[src/rtl/usb_packetizer.sv]
// usb_packetizer
//   Buffers fixed-rate signed samples in a small FIFO and frames them into
//   packets for the FT2232H FIFO writer. Each packet is the SYNC byte, an
//   8-bit sequence number, then FRAME_LEN samples sent as two bytes each,
//   big-endian and sign-extended to 16 bits.
//
// Ports
//   clk_i           USB-domain clock, rising edge
//   rst_n_i         asynchronous active-low reset
//   sample_i        signed sample (two's complement, SDW bits)
//   sample_valid_i  write strobe for sample_i; the source cannot be stalled
//   byte_o          byte offered to the USB writer
//   byte_valid_o    byte_o is valid
//   byte_ready_i    writer accepts; a transfer is byte_valid_o & byte_ready_i
//   overflow_o      sticky, set when a sample is dropped on a full FIFO
//   frame_active_o  high from the first header byte until the last byte is taken
module usb_packetizer #(
  parameter int         SDW       = 12,
  parameter int         FRAME_LEN = 1024,
  parameter int         FIFO_AW   = 4,
  parameter logic [7:0] SYNC      = 8'hA5
) (
  input  logic           clk_i,
  input  logic           rst_n_i,
  input  logic [SDW-1:0] sample_i,
  input  logic           sample_valid_i,
  output logic [7:0]     byte_o,
  output logic           byte_valid_o,
  input  logic           byte_ready_i,
  output logic           overflow_o,
  output logic           frame_active_o
);

  localparam int         DEPTH    = 2 ** FIFO_AW;
  localparam logic [15:0] LAST_IDX = 16'(FRAME_LEN - 1);

  typedef enum logic [2:0] {IDLE, HDR0, HDR1, SMSB, SLSB} state_t;

  state_t               state_q, state_d;
  logic [SDW-1:0]       mem [DEPTH];
  logic [FIFO_AW:0]     wr_ptr, rd_ptr;
  logic                 full, empty, push, pop, frame_done;
  logic [7:0]           seq_q;
  logic [15:0]          cnt_q;
  logic [15:0]          head_ext;

  // The extra pointer bit separates full from empty when the indices match.
  assign empty    = (wr_ptr == rd_ptr);
  assign full     = (wr_ptr[FIFO_AW] != rd_ptr[FIFO_AW]) &&
                    (wr_ptr[FIFO_AW-1:0] == rd_ptr[FIFO_AW-1:0]);
  assign push     = sample_valid_i && !full;
  assign head_ext = 16'($signed(mem[rd_ptr[FIFO_AW-1:0]]));

  // Sample storage needs no reset; only the pointers define what is valid.
  always_ff @(posedge clk_i) begin
    if (push) begin
      mem[wr_ptr[FIFO_AW-1:0]] <= sample_i;
    end
  end

  // FIFO pointers and the sticky drop flag. Fullness is taken before the
  // edge, so a pop on the same cycle does not rescue a write into a full FIFO.
  always_ff @(posedge clk_i or negedge rst_n_i) begin
    if (!rst_n_i) begin
      wr_ptr     <= '0;
      rd_ptr     <= '0;
      overflow_o <= 1'b0;
    end else begin
      if (push) begin
        wr_ptr <= wr_ptr + {{FIFO_AW{1'b0}}, 1'b1};
      end
      if (pop) begin
        rd_ptr <= rd_ptr + {{FIFO_AW{1'b0}}, 1'b1};
      end
      if (sample_valid_i && full) begin
        overflow_o <= 1'b1;
      end
    end
  end

  // State register plus the per-frame sample counter and sequence number.
  always_ff @(posedge clk_i or negedge rst_n_i) begin
    if (!rst_n_i) begin
      state_q <= IDLE;
      seq_q   <= 8'd0;
      cnt_q   <= 16'd0;
    end else begin
      state_q <= state_d;
      if (frame_done) begin
        cnt_q <= 16'd0;
        seq_q <= seq_q + 8'd1;
      end else if (pop) begin
        cnt_q <= cnt_q + 16'd1;
      end
    end
  end

  // Next state and outputs. Outputs decode the registered state and the FIFO
  // head, which is only popped on an accepted LSB, so a stalled byte holds.
  always_comb begin
    state_d        = state_q;
    byte_o         = 8'd0;
    byte_valid_o   = 1'b0;
    pop            = 1'b0;
    frame_done     = 1'b0;
    frame_active_o = (state_q != IDLE);
    case (state_q)
      IDLE: begin
        if (!empty) begin
          state_d = HDR0;
        end
      end
      HDR0: begin
        byte_o       = SYNC;
        byte_valid_o = 1'b1;
        if (byte_ready_i) begin
          state_d = HDR1;
        end
      end
      HDR1: begin
        byte_o       = seq_q;
        byte_valid_o = 1'b1;
        if (byte_ready_i) begin
          state_d = SMSB;
        end
      end
      SMSB: begin
        // Waits indefinitely for the next sample with valid low.
        byte_valid_o = !empty;
        if (!empty) begin
          byte_o = head_ext[15:8];
          if (byte_ready_i) begin
            state_d = SLSB;
          end
        end
      end
      SLSB: begin
        byte_o       = head_ext[7:0];
        byte_valid_o = 1'b1;
        if (byte_ready_i) begin
          pop = 1'b1;
          if (cnt_q == LAST_IDX) begin
            frame_done = 1'b1;
            state_d    = IDLE;
          end else begin
            state_d = SMSB;
          end
        end
      end
      default: begin
        state_d = IDLE;
      end
    endcase
  end

endmodule

[config.mk]
export PLATFORM = sky130hd
export DESIGN_NAME = usb_packetizer
export DESIGN_NICKNAME = d
export VERILOG_FILES = /design/src/rtl/usb_packetizer.sv
export SDC_FILE = /design/constraint.sdc
export NUM_CORES = 1
export LEC_CHECK = 0
export ABC_AREA = 1
export ABC_CLOCK_PERIOD_IN_PS = 3000
export BUFFER_PORTS_ARGS = -buffer_cell sky130_fd_sc_hd__buf_2
export CAP_MARGIN = 20
export CORE_MARGIN = 10
export CORE_UTILIZATION = 62
export DETAILED_ROUTE_END_ITERATION = 7
export PLACE_DENSITY = 0.82
export SLEW_MARGIN = 40
export SYNTH_ARGS = -nofsm -noshare
export SYNTH_HDL_FRONTEND = slang
export SYNTH_SLANG_ARGS = --single-unit
[constraint.sdc]
create_clock -name clk_i -period 3 [get_ports clk_i]
set_clock_uncertainty 0.05 [all_clocks]
set_input_delay 0.45 -clock clk_i [delete_from_list [all_inputs] [get_ports clk_i]]
set_output_delay 0.45 -clock clk_i [all_outputs]
set_load 0.05 [all_outputs]
# ---- Word-level counts from Yosys, hierarchy flattened
# Memory sizes are Yosys's and may differ from the RTL's.
# Cells that the tools add are included.
dict set report op_classes {
  n_addsub 4
  eq_ne 14
  muxes 20
  reduce_logical 10
}
# cell count
set op_table {}
lappend op_table {{two-way mux 16 bit} 2}
lappend op_table {{case mux 8 bit (4 select lines)} 1}
lappend op_table {{two-way mux 3 bit} 6}
lappend op_table {{adder 16 x 1 -> 16 bit, second input constant} 1}
lappend op_table {{== test 16 x 10 -> 1 bit, second input constant} 1}
lappend op_table {{case mux 3 bit (5 select lines)} 1}
lappend op_table {{inequality test 2 bit, second input constant} 6}
lappend op_table {{adder 5 x 1 -> 5 bit, second input constant} 2}
lappend op_table {{adder 8 x 1 -> 8 bit, second input constant} 1}
lappend op_table {{two-way mux 8 bit} 1}
lappend op_table {{two-way mux 1 bit} 7}
lappend op_table {{== test 3 x 2 -> 1 bit, second input constant} 2}
lappend op_table {{AND reduction 6 bit} 1}
lappend op_table {{== test 5 bit} 1}
lappend op_table {{== test 4 bit} 1}
lappend op_table {{== test 3 x 1 -> 1 bit, second input constant} 1}
lappend op_table {{== test 3 bit, second input constant} 1}
lappend op_table {{logical AND 1 bit} 3}
lappend op_table {{zero test 3 bit} 1}
lappend op_table {{nonzero test 3 bit} 1}
lappend op_table {{OR reduction 3 bit} 1}
lappend op_table {{zero test 1 bit} 2}
lappend op_table {{two-way mux 2 bit} 1}
lappend op_table {{case mux 1 bit (2 select lines)} 1}
lappend op_table {{2 further kinds} 2}
dict set report totals {
  register_bits 38
  mem_bits_rw 192
  output_inout_bits 11
  memories 1
}
# name words word_bits rd rd_clocked_by_memory_dff wr line_no
set mem_list {}
lappend mem_list {mem 16 12 1 0 1 40} ;# logic [SDW-1:0] mem [DEPTH];

# ---- Depth between registers and ports, before layout
# Gate-level depths: netlist of run 1.
dict set report depth {
  ltp_word 6
  mapped_depth 13
}

# ---- Least setup slack after synthesis of run 1
# Ideal clock, no wire load.
dict set report synth_timing {
  path_type {register to register}
  start {register rd_ptr[0]}
  end {memory mem[4][0], enable pin}
  arrival_ns 1.958
  setup_slack_ns 0.596
  stages_incl_launch_ff 8
  n_path_buf 2
  synth_period_minus_slack_ns 2.404
  path_cell_list {dfrtp_1 -> buf_4 -> xor2_1 -> nor2_2 -> nand3b_2 -> nand2_2 -> buf_2 -> nor3_1}
}
dict set report synth_between {
  elab_chain_len 6
}
# item line_no
set synth_lines {}
lappend synth_lines {{start, declared} 41} ;# logic [FIFO_AW:0] wr_ptr, rd_ptr;
lappend synth_lines {{start signal, assigned} 73} ;# rd_ptr <= rd_ptr + {{FIFO_AW{1'b0}}, 1'b1};
lappend synth_lines {{== test 4 bit} 50} ;# (wr_ptr[FIFO_AW-1:0] == rd_ptr[FIFO_AW-1:0]);
lappend synth_lines {{logical AND 1 bit} 49} ;# assign full = (wr_ptr[FIFO_AW] != rd_ptr[FIFO_AW]) &&
lappend synth_lines {{zero test 1 bit} 51} ;# assign push = sample_valid_i && !full;
lappend synth_lines {{logical AND 1 bit} 51}
lappend synth_lines {{two-way mux 1 bit} 56} ;# if (push) begin
lappend synth_lines {{two-way mux 1 bit (not written as such)} 57} ;# mem[wr_ptr[FIFO_AW-1:0]] <= sample_i;
lappend synth_lines {{end, declared} 40}
# Every way passes these cells.

# ---- Worst setup path in the final report of run 1
dict set report layout_timing {
  start {register rd_ptr[0]}
  end {output port byte_o[1]}
}
dict set report layout_between {
  elab_chain_len 3
  elab_cells_between_ends 4
}
# item line_no
set layout_lines {}
lappend layout_lines {{memory read (16 x 12 bit) or == test 5 bit (tied branches)} -}
lappend layout_lines {{two-way mux 8 bit} 130} ;# if (!empty) begin
lappend layout_lines {{case mux 8 bit (4 select lines) (*)} 107} ;# case (state_q)
lappend layout_lines {{end, declared} 27} ;# output logic [7:0] byte_o,
# Mark *: on every way between the ends. The rest lies on a longest branch, timed or not.

==> key figures, run 1 <==
Timing
  – Final hold vios: 0
  – Rel. slew slack: 59.7%
  – Setup Total Neg Slack: 0 ns
  – Fmax: between 0.3 and 0.4 GHz
  – RSZ-0062 raised after global routing: no
  – Fin. max-slew vios: 0
  – Final Setup Violations: 0
  – Crit share post-route: a little over nine tenths
  – Worst-Margin Slew: between 0.6 and 0.7 ns
  – Post-layout min period: between 2 and 3 ns

Placement
  – Dpl hpwl: 15100 um
  – Placer Congestion: 0.886
  – Placed Area: 11200 um^2
  – IO Port Bufs: 26

Power and ir drop
  – Flop pwr share: a little over a third
  – Power per Cell Area: just over 900 nW/um^2
  – Clk pwr share: 24.1%
  – Sw frac: between 30% and 40%
  – Comb power frac: 39.4%
  – NetSw: ~4.5 mW
  – Leakage power figure: around 5.5 nW
  – Peak supply drop: 0.000589 V
  – P_int: around 6.8 mW

Layout
  – Post-route core utilization: 70.6%
  – ANT cells: 0
  – Syn-to-layout area delta: 12.8%
  – Design Area, Final: between 10000 and 15000 um^2
  – Layout cells sized above 1: 11.4%
  – Multi-input gate area: around 3100 um^2
  – Register area: 6720 um^2
  – Fill cells: about 1200
  – Final net count: between 1000 and 1500

Routing
  – Wirelength per Cell: about 18 um
  – ANT nets after route: 0
  – First DRT Iteration DRCs: 736
  – DRC viols: 0
  – TritonRoute pass-1 iters: 5
  – Routed via count: between 7000 and 8000
  – Vias per inst: ~5.5
  – Total Wirelength: roughly 25000 um

Floorplan
  – Top Ports: 27
  – Die Footprint: around 23000 um^2
  – Core area: roughly 17000 um^2
  – Die X: between 150 and 200 um
  – # rows: 48
  – Initial Utilization: roughly 63%
  – Die Y-Extent: 152 um

Critical path
  – WP data arrival: around 2.4 ns
  – Startpoint Class: flip-flop
  – Reg2reg end: mem[1][4]$_DFFE_PP_
  – Reg-to-reg setup timing slack: roughly 0.53 ns
  – Worst Reg-to-Reg Cells: 7
  – FF-to-FF Start: rd_ptr[1]$_DFFE_PN0P_
  – Crit Path Category: flip-flop to primary output
  – Worst-path fanout max: 44
  – Crit path from: rd_ptr[0]$_DFFE_PN0P_
  – CP Capture Type: primary output
  – Crit path required time: ~2.5 ns
  – Crit path to: byte_o[1]

Outcome
  – Status: finished clean

Clock network
  – H-tree Lvls: 1
  – Clock root buffer: clkbuf_16
  – Clk slew on worst S/H paths: 0.06 ns
  – Clock Sinks: between 200 and 250
  – Worst skew pair latency: 0.51 ns
  – Num CTS Buffers: 24
  – TritonCTS clock tree: done
  – CTS max path bufs: 3

Synthesis
  – Commonest register cell after synthesis: edfxtp_1
  – Post-Synthesis Cell Area: about 11000 um^2
  – Post-synthesis register bit count: 230
  – Area fraction of the dominant cell type after synthesis: 53.6%
  – Synth top area cells: edfxtp_1 (54%), nand2_1 (13%), dfrtp_1 (8.8%), inv_1 (7.2%), nand3_1 (6.0%)
  – Number of library cell types mapped by synthesis: 35
  – Synth warn: 0
  – Gate count of the mapped netlist: 1131
  – Syn avg cell area: between 9 and 10 um^2
  – Syn nets: between 1000 and 1500
  – Async set or reset register ratio after synthesis: between 15 and 20%
  – Seq/Total Area, Yosys: 62.4%
  – Synth area leader: edfxtp_1
  – Number of synthesized flops with an enable pin: 192

Hold path
  – HP Class: input pin to flip-flop

Global route
  – First-pass GRT wire length: roughly 39000 um
  – GRT Total Usage: a little over a fifth
  – Gr ovfl total: 0
  – Largest net degree at the start of global routing: 89
  – Vias in the first global route: 7725
  – Initial antenna violation count: 0

Flow run
  – Max cap viols: 0
-- power by group through the flow --
stage | sequential, mW | clock (mW) | combinational, mW
floorplan | 4.07 | 0 | 2.93
CTS | 4.10 | 2.73 | 4.13
global placement | 4.14 | 0 | 3.88
detailed placement | 4.16 | 0 | 3.97
global route | 4.13 | 2.88 | 4.82
finish | 4.10 | 2.70 | 4.42
-- registers in the layout, summed over array words and instances, names as in the netlist --
register and count:
rd_ptr 5, seq_q 8, overflow_o 1, mem 192, cnt_q 16, wr_ptr 5
state_q 3
-- repair_timing --
item / in CTS / in global routing
setup endpoints to repair: 7 / 8
gates resized for setup: 7 / 15
hold buffers: 1 / 0
hold endpoints to repair: 38 / 0
buffers inserted: 0 / 5
cloned: 1 / 2
-- layer usage --
| metal | global-route usage (%) | wire (um) | vias up |
|---|---|---|---|
| li1 | - | - | 3673 |
| met1 | 25.8 | 9460 | 3663 |
| met2 | 37.4 | 12500 | 363 |
| met3 | 3.36 | 2040 | 63 |
| met4 | 10.2 | 1060 | 0 |
| met5 | 0 | 0 | - |
-- layout make-up --
class | count | share of cell area [%]
Inverter | 211 | 6.61
Timing Repair Buffer | 62 | 4.53
Sequential cell | 230 | 55.4
Clock buffer | 31 | 5.34
Clock inverter | 12 | 0.485
Multi-Input combinational cell | 648 | 25.3
Tap cell | 225 | 2.32
-- cell usage after synthesis, drive strengths merged, types with 8 or more instances --
| cell type | instances |
|---|---|
| nor2 | 41 |
| edfxtp | 192 |
| clkbuf | 8 |
| buf | 34 |
| a21oi | 10 |
| nand2 | 384 |
| dfrtp | 38 |
| nand3 | 133 |
| xor2 | 18 |
| inv | 211 |
| o21ai | 19 |
| nand4 | 9 |
| nor3 | 19 |
-- through the flow --
| stage | hold WS (ns) | cells | setup slack, ns | power [mW] |
|---|---|---|---|---|
| floorplan | 0.104 | 1131 | 0.596 | 7.00 |
| global placement | 0.427 | 1367 | 0.491 | 8.02 |
| detailed placement | 0.399 | 1367 | 0.453 | 8.13 |
| CTS | 0.137 | 1412 | -0.00102 | 11.0 |
| global route | 0.158 | 1419 | 0.00574 | 11.8 |
| finish | 0.152 | 1419 | 0.0632 | 11.2 |
-- critical path, stage by stage (launching register included) --
cell       delay, ns
dfrtp_4         0.55
buf_4           0.18
clkbuf_16       0.22
nand2_1         0.10
nand3_1         0.12
nand3_1         0.12
nand3_1         0.08
nand2_1         0.15
nand2_1         0.07
nand3_1         0.08
clkbuf_4        0.23
-- logic make-up after synthesis --
kind of cell | after synthesis | share of synthesized area [%]
xor gates and xnor gates | 20 | 1.70
AOI/OAI and AO/OA | 31 | 1.57
buffers and inverters | 253 | 9.64
adders and majority gates | 7 | 0.814
and+or+nand+nor | 590 | 23.8
DFF | 230 | 62.4
-- placed cells by master, fill, tap and decap left out, types with 3 or more instances in the layout --
cell type	n
xor2_1	17
edfxtp_1	192
nor2_4	3
nor3_2	14
buf_4	29
nand2_1	379
inv_2	4
nand3_1	130
nand4_1	9
o21ai_1	4
a21oi_1	9
clkinv_1	6
nand2_2	4
buf_6	5
nor2_2	5
buf_2	17
ha_1	7
buf_16	3
nor2_1	31
nor3_1	5
dfrtp_1	36
clkbuf_16	27
clkinv_2	5
o21ai_0	15
clkbuf_1	6
inv_1	205
clkbuf_4	3
-- worst min path at each step --
stage,from,to,slack (ns),cells after the start
final,byte_ready_i,state_q[2]$_DFFE_PN0P_,0.15,2
after global routing,byte_ready_i,state_q[2]$_DFFE_PN0P_,0.16,2
after CTS,byte_ready_i,state_q[2]$_DFFE_PN0P_,0.14,2
after detailed placement,rst_n_i,cnt_q[11]$_DFFE_PN0P_,0.40,1
after global placement,seq_q[7]$_DFFE_PN0P_,seq_q[7]$_DFFE_PN0P_,0.43,2
after floorplan,rst_n_i,cnt_q[0]$_DFFE_PN0P_,0.10,0
No activity file was read; power rests on OpenSTA's default activity.
==> run 2, diff against run 1 <==
--- a/config.mk
+++ b/config.mk
@@ -12,6 +12,7 @@
 export CORE_MARGIN = 10
 export CORE_UTILIZATION = 62
 export DETAILED_ROUTE_END_ITERATION = 7
+export MAX_ROUTING_LAYER = met4
 export PLACE_DENSITY = 0.82
 export SLEW_MARGIN = 40
 export SYNTH_ARGS = -nofsm -noshare
==> key figures, run 2 (same netlist as run 1, synthesis figures left out) <==
Outcome
  – Status: finished clean

Layout
  – Commonest non-fill, non-tap cells in the layout: nand2_1 (379), inv_1 (205), edfxtp_1 (192)
  – Final net count: 1196 (-0.33%)
  – Commonest non-fill, non-tap cell in the layout: nand2_1
  – ANT cells: 0 (unchanged)
  – Max reg flops: 192 (unchanged)
  – Layout cells sized above 1: 11.6% (+0.19 points)
  – Post-route core utilization: 71.1% (+0.52 points)
  – Syn-to-layout area delta: 13.6%

Critical path
  – CP most frequent cell: nand2_1
  – Startpoint Class: flip-flop
  – CP Capture Type: primary output
  – Worst-path fanout max: 38 (-14%)
  – Largest stage delay, worst path: 0.54 ns (about the same)
  – WP data arrival: 2.38 ns (-0.06 ns)
  – Crit Path Category: flip-flop to primary output
  – CP Cell Sequence: inv_4, clkbuf_16, nand2_1, nand3_1, nand2_1, nand2_1, nand2_1, inv_1, nand2_1, nand2_1, nand3_1, buf_2
  – Crit path required time: 2.50 ns (about the same)
  – Slowest stage cell, crit path: dfrtp_4

Routing
  – ANT nets after route: 0 (unchanged)
  – Vias per inst: 5.43 (-0.71%)
  – Met3 wire len: 1870 um (-8.1%)
  – Highest routed layer: met4
  – Metal2 WL: 12000 um (-4.0%)
  – WL met1: 9570 um (+1.2%)
  – Wirelength per Cell: 17.3 um (-2.1%)
  – DRC viols: 0 (unchanged)
  – First DRT Iteration DRCs: 710 (-3.5%)
  – TritonRoute pass-1 iters: 7 (+2)
  – Routed via count: 7696 (-0.85%)
  – Total Wirelength: 24500 um (-2.2%)

Timing
  – Post-layout min period: 2.88 ns (-0.0539 ns)
  – Fmax: 0.347 GHz (+1.9%)
  – Worst-Margin Slew: 0.584 ns (-0.0199 ns)
  – Final hold vios: 0 (unchanged)
  – RSZ-0062 raised after global routing: no
  – Fin. max-slew vios: 0 (unchanged)
  – Setup Total Neg Slack: 0 ns (unchanged)
  – Rel. slew slack: 61.0% (+1.2 points)
  – Crit share post-route: 96.1% (-1.8 points)
  – Final Setup Violations: 0 (unchanged)

Flow run
  – Max cap viols: 0 (unchanged)

Clock network
  – H-tree Lvls: 1 (unchanged)
  – Worst skew pair latency: 0.52 ns (about the same)
  – Setup bufs post-CTS: 0 (unchanged)
  – TritonCTS clock tree: done
  – Clock Sinks: 230 (unchanged)
  – Num CTS Buffers: 25 (+4.2%)
  – Clk slew on worst S/H paths: 0.06 ns (about the same)
  – CTS max path bufs: 3 (unchanged)
  – Clock root buffer: clkbuf_16

Global route
  – Vias in the first global route: 7468 (-3.3%)
  – Initial antenna violation count: 0 (unchanged)
  – First-pass GRT wire length: 37800 um (-2.8%)
  – Largest net degree at the start of global routing: 88 (-1.1%)
  – Gr ovfl total: 0 (unchanged)
  – GRT Total Usage: 21.6% (+0.033 points)

Power and ir drop
  – Power per Cell Area: 946 nW/um^2 (+2.2%)
  – Leakage power figure: 5.59 nW (+0.83%)
  – Peak supply drop: 0.000732 V (+24%)

Floorplan
  – # rows: 48 (unchanged)
  – Top Ports: 27 (unchanged)
  – Die Footprint: 23000 um^2 (unchanged)
  – Initial Utilization: 62.6% (unchanged)
  – Core area: 17200 um^2 (unchanged)
  – Die X: 152 um (unchanged)
  – Die Y-Extent: 152 um (unchanged)

Placement
  – Dpl hpwl: 14700 um (-2.3%)
  – Placer Congestion: 0.915 (+3.2%)
  – IO Port Bufs: 26 (unchanged)

Hold path
  – HP Class: input pin to flip-flop
run 2: cell count changes in the layout (fill, tap and decap cells not counted), sizes merged:
cell,previous run,this run
buf,55,48
clkinv,11,14
bufinv,0,5
clkbuf,37,34
run 2: critical path, delay by kind of cell (launching register included):
family | cells | cell delay [ns]
flops | 1 | 0.54
simple gates | 8 | 0.61
buf+inv | 4 | 0.70
run 2: power breakdown:
group	total, mW	switching [mW]	leakage [nW]	internal (mW)
logic	4.30	2.99	2.97	1.31
registers	4.09	0.232	2.20	3.85
clock network	3.17	1.22	0.423	1.95
run 2: through the flow:
step / total power, mW / worst slack, ns / instance area [um^2] / hold WS, ns / std cells
6_report: 11.6 / 0.117 / 12200 / 0.159 / 1417
5_1_grt: 12.1 / 0.0352 / 12200 / 0.193 / 1417
4_1_cts: 11.3 / 0.0417 / 12100 / 0.146 / 1414
3_5_place_dp: 8.13 / 0.605 / 11200 / 0.402 / 1367
3_3_place_gp: 8.04 / 0.577 / 11200 / 0.425 / 1367
2_1_floorplan: 7.00 / 0.596 / 10800 / 0.104 / 1131
run 2: timing repair:
item | CTS | global route
endpoints found under the hold margin | 38 | 0
endpoints found under the setup margin | 0 | 7
gates resized for setup | 0 | 11
hold buffers | 1 | 0
run 2: metal layers:
metal,vias up,global-route usage [%]
met3,72,2.85
met4,0,10.1
met5,-,-
met2,329,35.7
met1,3620,26.0
li1,3675,-
run 2: path summary, 6_finish.rpt:
check	depth (start not counted)	to	slack (ns)	start
min	2	state_q[2]$_DFFE_PN0P_	0.16	byte_ready_i
max	12	byte_o[0]	0.12	rd_ptr[0]$_DFFE_PN0P_
min reg2reg	1	cnt_q[9]$_DFFE_PN0P_	0.44	cnt_q[9]$_DFFE_PN0P_
max in group asynchronous	2	rd_ptr[0]$_DFFE_PN0P_	2.12	rst_n_i
min in group asynchronous	2	seq_q[5]$_DFFE_PN0P_	0.39	rst_n_i
max reg2reg	7	mem[0][6]$_DFFE_PP_	0.56	rd_ptr[1]$_DFFE_PN0P_
run 2: area by class of cell:
| type | count | area [um^2] |
|---|---|---|
| clock buffer | 26 | 629 |
| clock inverter | 20 | 220 |
| fill | 1191 | 4960 |
| inverter | 211 | 797 |
| multi-input combinational | 648 | 3070 |
| sequential | 230 | 6720 |
| tap | 225 | 282 |
| timing repair buffer | 57 | 502 |
==> run 3, diff against run 2 <==
--- a/config.mk
+++ b/config.mk
@@ -12,6 +12,7 @@
 export CORE_MARGIN = 10
 export CORE_UTILIZATION = 62
 export DETAILED_ROUTE_END_ITERATION = 7
+export GPL_TIMING_DRIVEN = 0
 export MAX_ROUTING_LAYER = met4
 export PLACE_DENSITY = 0.82
 export SLEW_MARGIN = 40
==> key figures, run 3 (same netlist as run 1, synthesis figures left out) <==
Outcome
  – Status: finished clean

Hold path
  – HP Class: input pin to flip-flop

Routing
  – TritonRoute pass-1 iters: 5 (-2)
  – Routed via count: 7974 (+3.6%)
  – First DRT Iteration DRCs: 880 (+24%)
  – DRC viols: 0 (unchanged)
  – Vias per inst: 5.52 (+1.7%)
  – Total Wirelength: 26000 um (+6.2%)
  – ANT nets after route: 0 (unchanged)
  – Wirelength per Cell: 18.0 um (+4.2%)

Clock network
  – CTS max path bufs: 3 (unchanged)
  – Worst skew pair latency: 0.53 ns (about the same)
  – Clk slew on worst S/H paths: 0.07 ns (about the same)
  – Clock root buffer: clkbuf_16
  – TritonCTS clock tree: done
  – Num CTS Buffers: 23 (-8.0%)
  – H-tree Lvls: 1 (unchanged)
  – Clock Sinks: 230 (unchanged)

Floorplan
  – Core area: 17200 um^2 (unchanged)
  – # rows: 48 (unchanged)
  – Die Y-Extent: 152 um (unchanged)
  – Die Footprint: 23000 um^2 (unchanged)
  – Initial Utilization: 62.6% (unchanged)
  – Die X: 152 um (unchanged)
  – Top Ports: 27 (unchanged)

Timing
  – RSZ-0062 raised after global routing: yes
  – Fmax: 0.335 GHz (-3.5%)
  – Post-layout min period: 2.99 ns (+0.104 ns)
  – Crit share post-route: 99.6% (+3.5 points)
  – Rel. slew slack: 46.1% (-15 points)
  – Final Setup Violations: 0 (unchanged)
  – Fin. max-slew vios: 0 (unchanged)
  – Final hold vios: 0 (unchanged)
  – Worst-Margin Slew: 0.807 ns (+0.224 ns)

Power and ir drop
  – Leakage power figure: 5.64 nW (+0.87%)
  – Peak supply drop: 0.000805 V (+9.9%)
  – Tot Pwr: 11.5 mW (-0.24%)
  – Power per Cell Area: 945 nW/um^2 (about the same)

Critical path
  – Startpoint Class: flip-flop
  – WP data arrival: 2.49 ns (+0.11 ns)
  – Crit path required time: 2.50 ns (about the same)
  – CP Capture Type: primary output
  – Crit Path Category: flip-flop to primary output
  – Worst-path fanout max: 10 (-74%)

Layout
  – Post-route core utilization: 71.0% (-0.11 points)
  – Commonest non-fill, non-tap cells in the layout: nand2_1 (378), inv_1 (205), edfxtp_1 (192)
  – ANT cells: 0 (unchanged)
  – Layout cells sized above 1: 13.2% (+1.6 points)
  – Final net count: 1225 (+2.4%)
  – Max reg flops: 192 (unchanged)
  – Commonest non-fill, non-tap cell in the layout: nand2_1
  – Syn-to-layout area delta: 13.4%

Global route
  – Gr ovfl total: 0 (unchanged)
  – Initial antenna violation count: 0 (unchanged)
  – Vias in the first global route: 7985 (+6.9%)
  – Largest net degree at the start of global routing: 39 (-56%)
  – GRT Total Usage: 23.7% (+2.1 points)
  – First-pass GRT wire length: 41400 um (+9.5%)

Placement
  – IO Port Bufs: 26 (unchanged)
  – Placer Congestion: 0.934 (+2.1%)
  – Dpl hpwl: 17100 um (+16%)

Flow run
  – Max cap viols: 0 (unchanged)
-- run 3: changes by cell type in the layout (fill, tap and decap cells not counted), moves of 4 or more --
cell,before,now
buf_4,23,18
clkbuf_1,1,6
clkbuf_2,0,6
buf_6,1,7
buf_2,20,45
clkinv_2,7,3
clkbuf_16,28,24
-- run 3: stage by stage --
step | worst slack [ns] | TNS (ns) | instance area, um^2 | hold slack, ns | instances
floorplan | 0.596 | 0 | 10800 | 0.104 | 1131
global placement | -0.364 | -26.02 | 11200 | 0.411 | 1382
detailed placement | 0.458 | 0 | 11300 | 0.399 | 1401
CTS | 0.000488 | 0 | 12200 | 0.0988 | 1444
global route | -0.0201 | -0.0664 | 12200 | 0.113 | 1444
finish | 0.0127 | 0 | 12200 | 0.110 | 1444
-- run 3: power by group --
part / internal [mW] / total [mW] / switching (mW)
clock network: 1.76 / 2.97 / 1.21
logic: 1.32 / 4.53 / 3.21
registers: 3.85 / 4.03 / 0.184
total: 6.93 / 11.5 / 4.60
-- run 3: repair_timing --
item                       in CTS  in global routing
setup endpoints to repair       8                  8
hold buffers                    1                  0
buffers inserted                0                  0
hold endpoints to repair       38                  0
resized for setup               8                 24
-- run 3: layout make-up --
type / instances / area (um^2)
flip-flops and latches: 230 / 6720
fillers: 1174 / 4970
multi-input cells: 648 / 3080
inverters: 211 / 792
clock buffers: 30 / 637
repair buffers: 46 / 284
well taps: 225 / 282
plain buffers: 42 / 270
clock inverters: 12 / 144
-- run 3: routing by layer --
layer	track usage [%]	vias to the layer above	wire length [um]
met1	29.6	3708	9900
met4	10.2	0	1020
met3	3.68	86	2330
met5	-	-	0
met2	37.9	447	12700
li1	-	3733	-
-- run 3: critical path, cell delays in order, from the launching register on --
cell and delay (ns):
dfrtp_1 0.38, buf_4 0.20, inv_2 0.12, buf_8 0.17
buf_6 0.15, nand2_1 0.06, nand2_1 0.08, nand2_1 0.05
nand3_1 0.11, nand3_1 0.09, nand2_1 0.14, nand2_1 0.08
nand3_1 0.13, buf_6 0.18
-- run 3: path summary, 6_finish.rpt --
kind / from / endpoint / slack, ns / depth (start not counted)
min: byte_ready_i / state_q[2]$_DFFE_PN0P_ / 0.11 / 2
max reg2reg: rd_ptr[0]$_DFFE_PN0P_ / mem[6][8]$_DFFE_PP_ / 0.41 / 8
max: rd_ptr[0]$_DFFE_PN0P_ / byte_o[4] / 0.01 / 13
max in group asynchronous: rst_n_i / cnt_q[13]$_DFFE_PN0P_ / 2.18 / 2
min reg2reg: rd_ptr[4]$_DFFE_PN0P_ / rd_ptr[4]$_DFFE_PN0P_ / 0.45 / 1
min in group asynchronous: rst_n_i / seq_q[2]$_DFFE_PN0P_ / 0.38 / 2
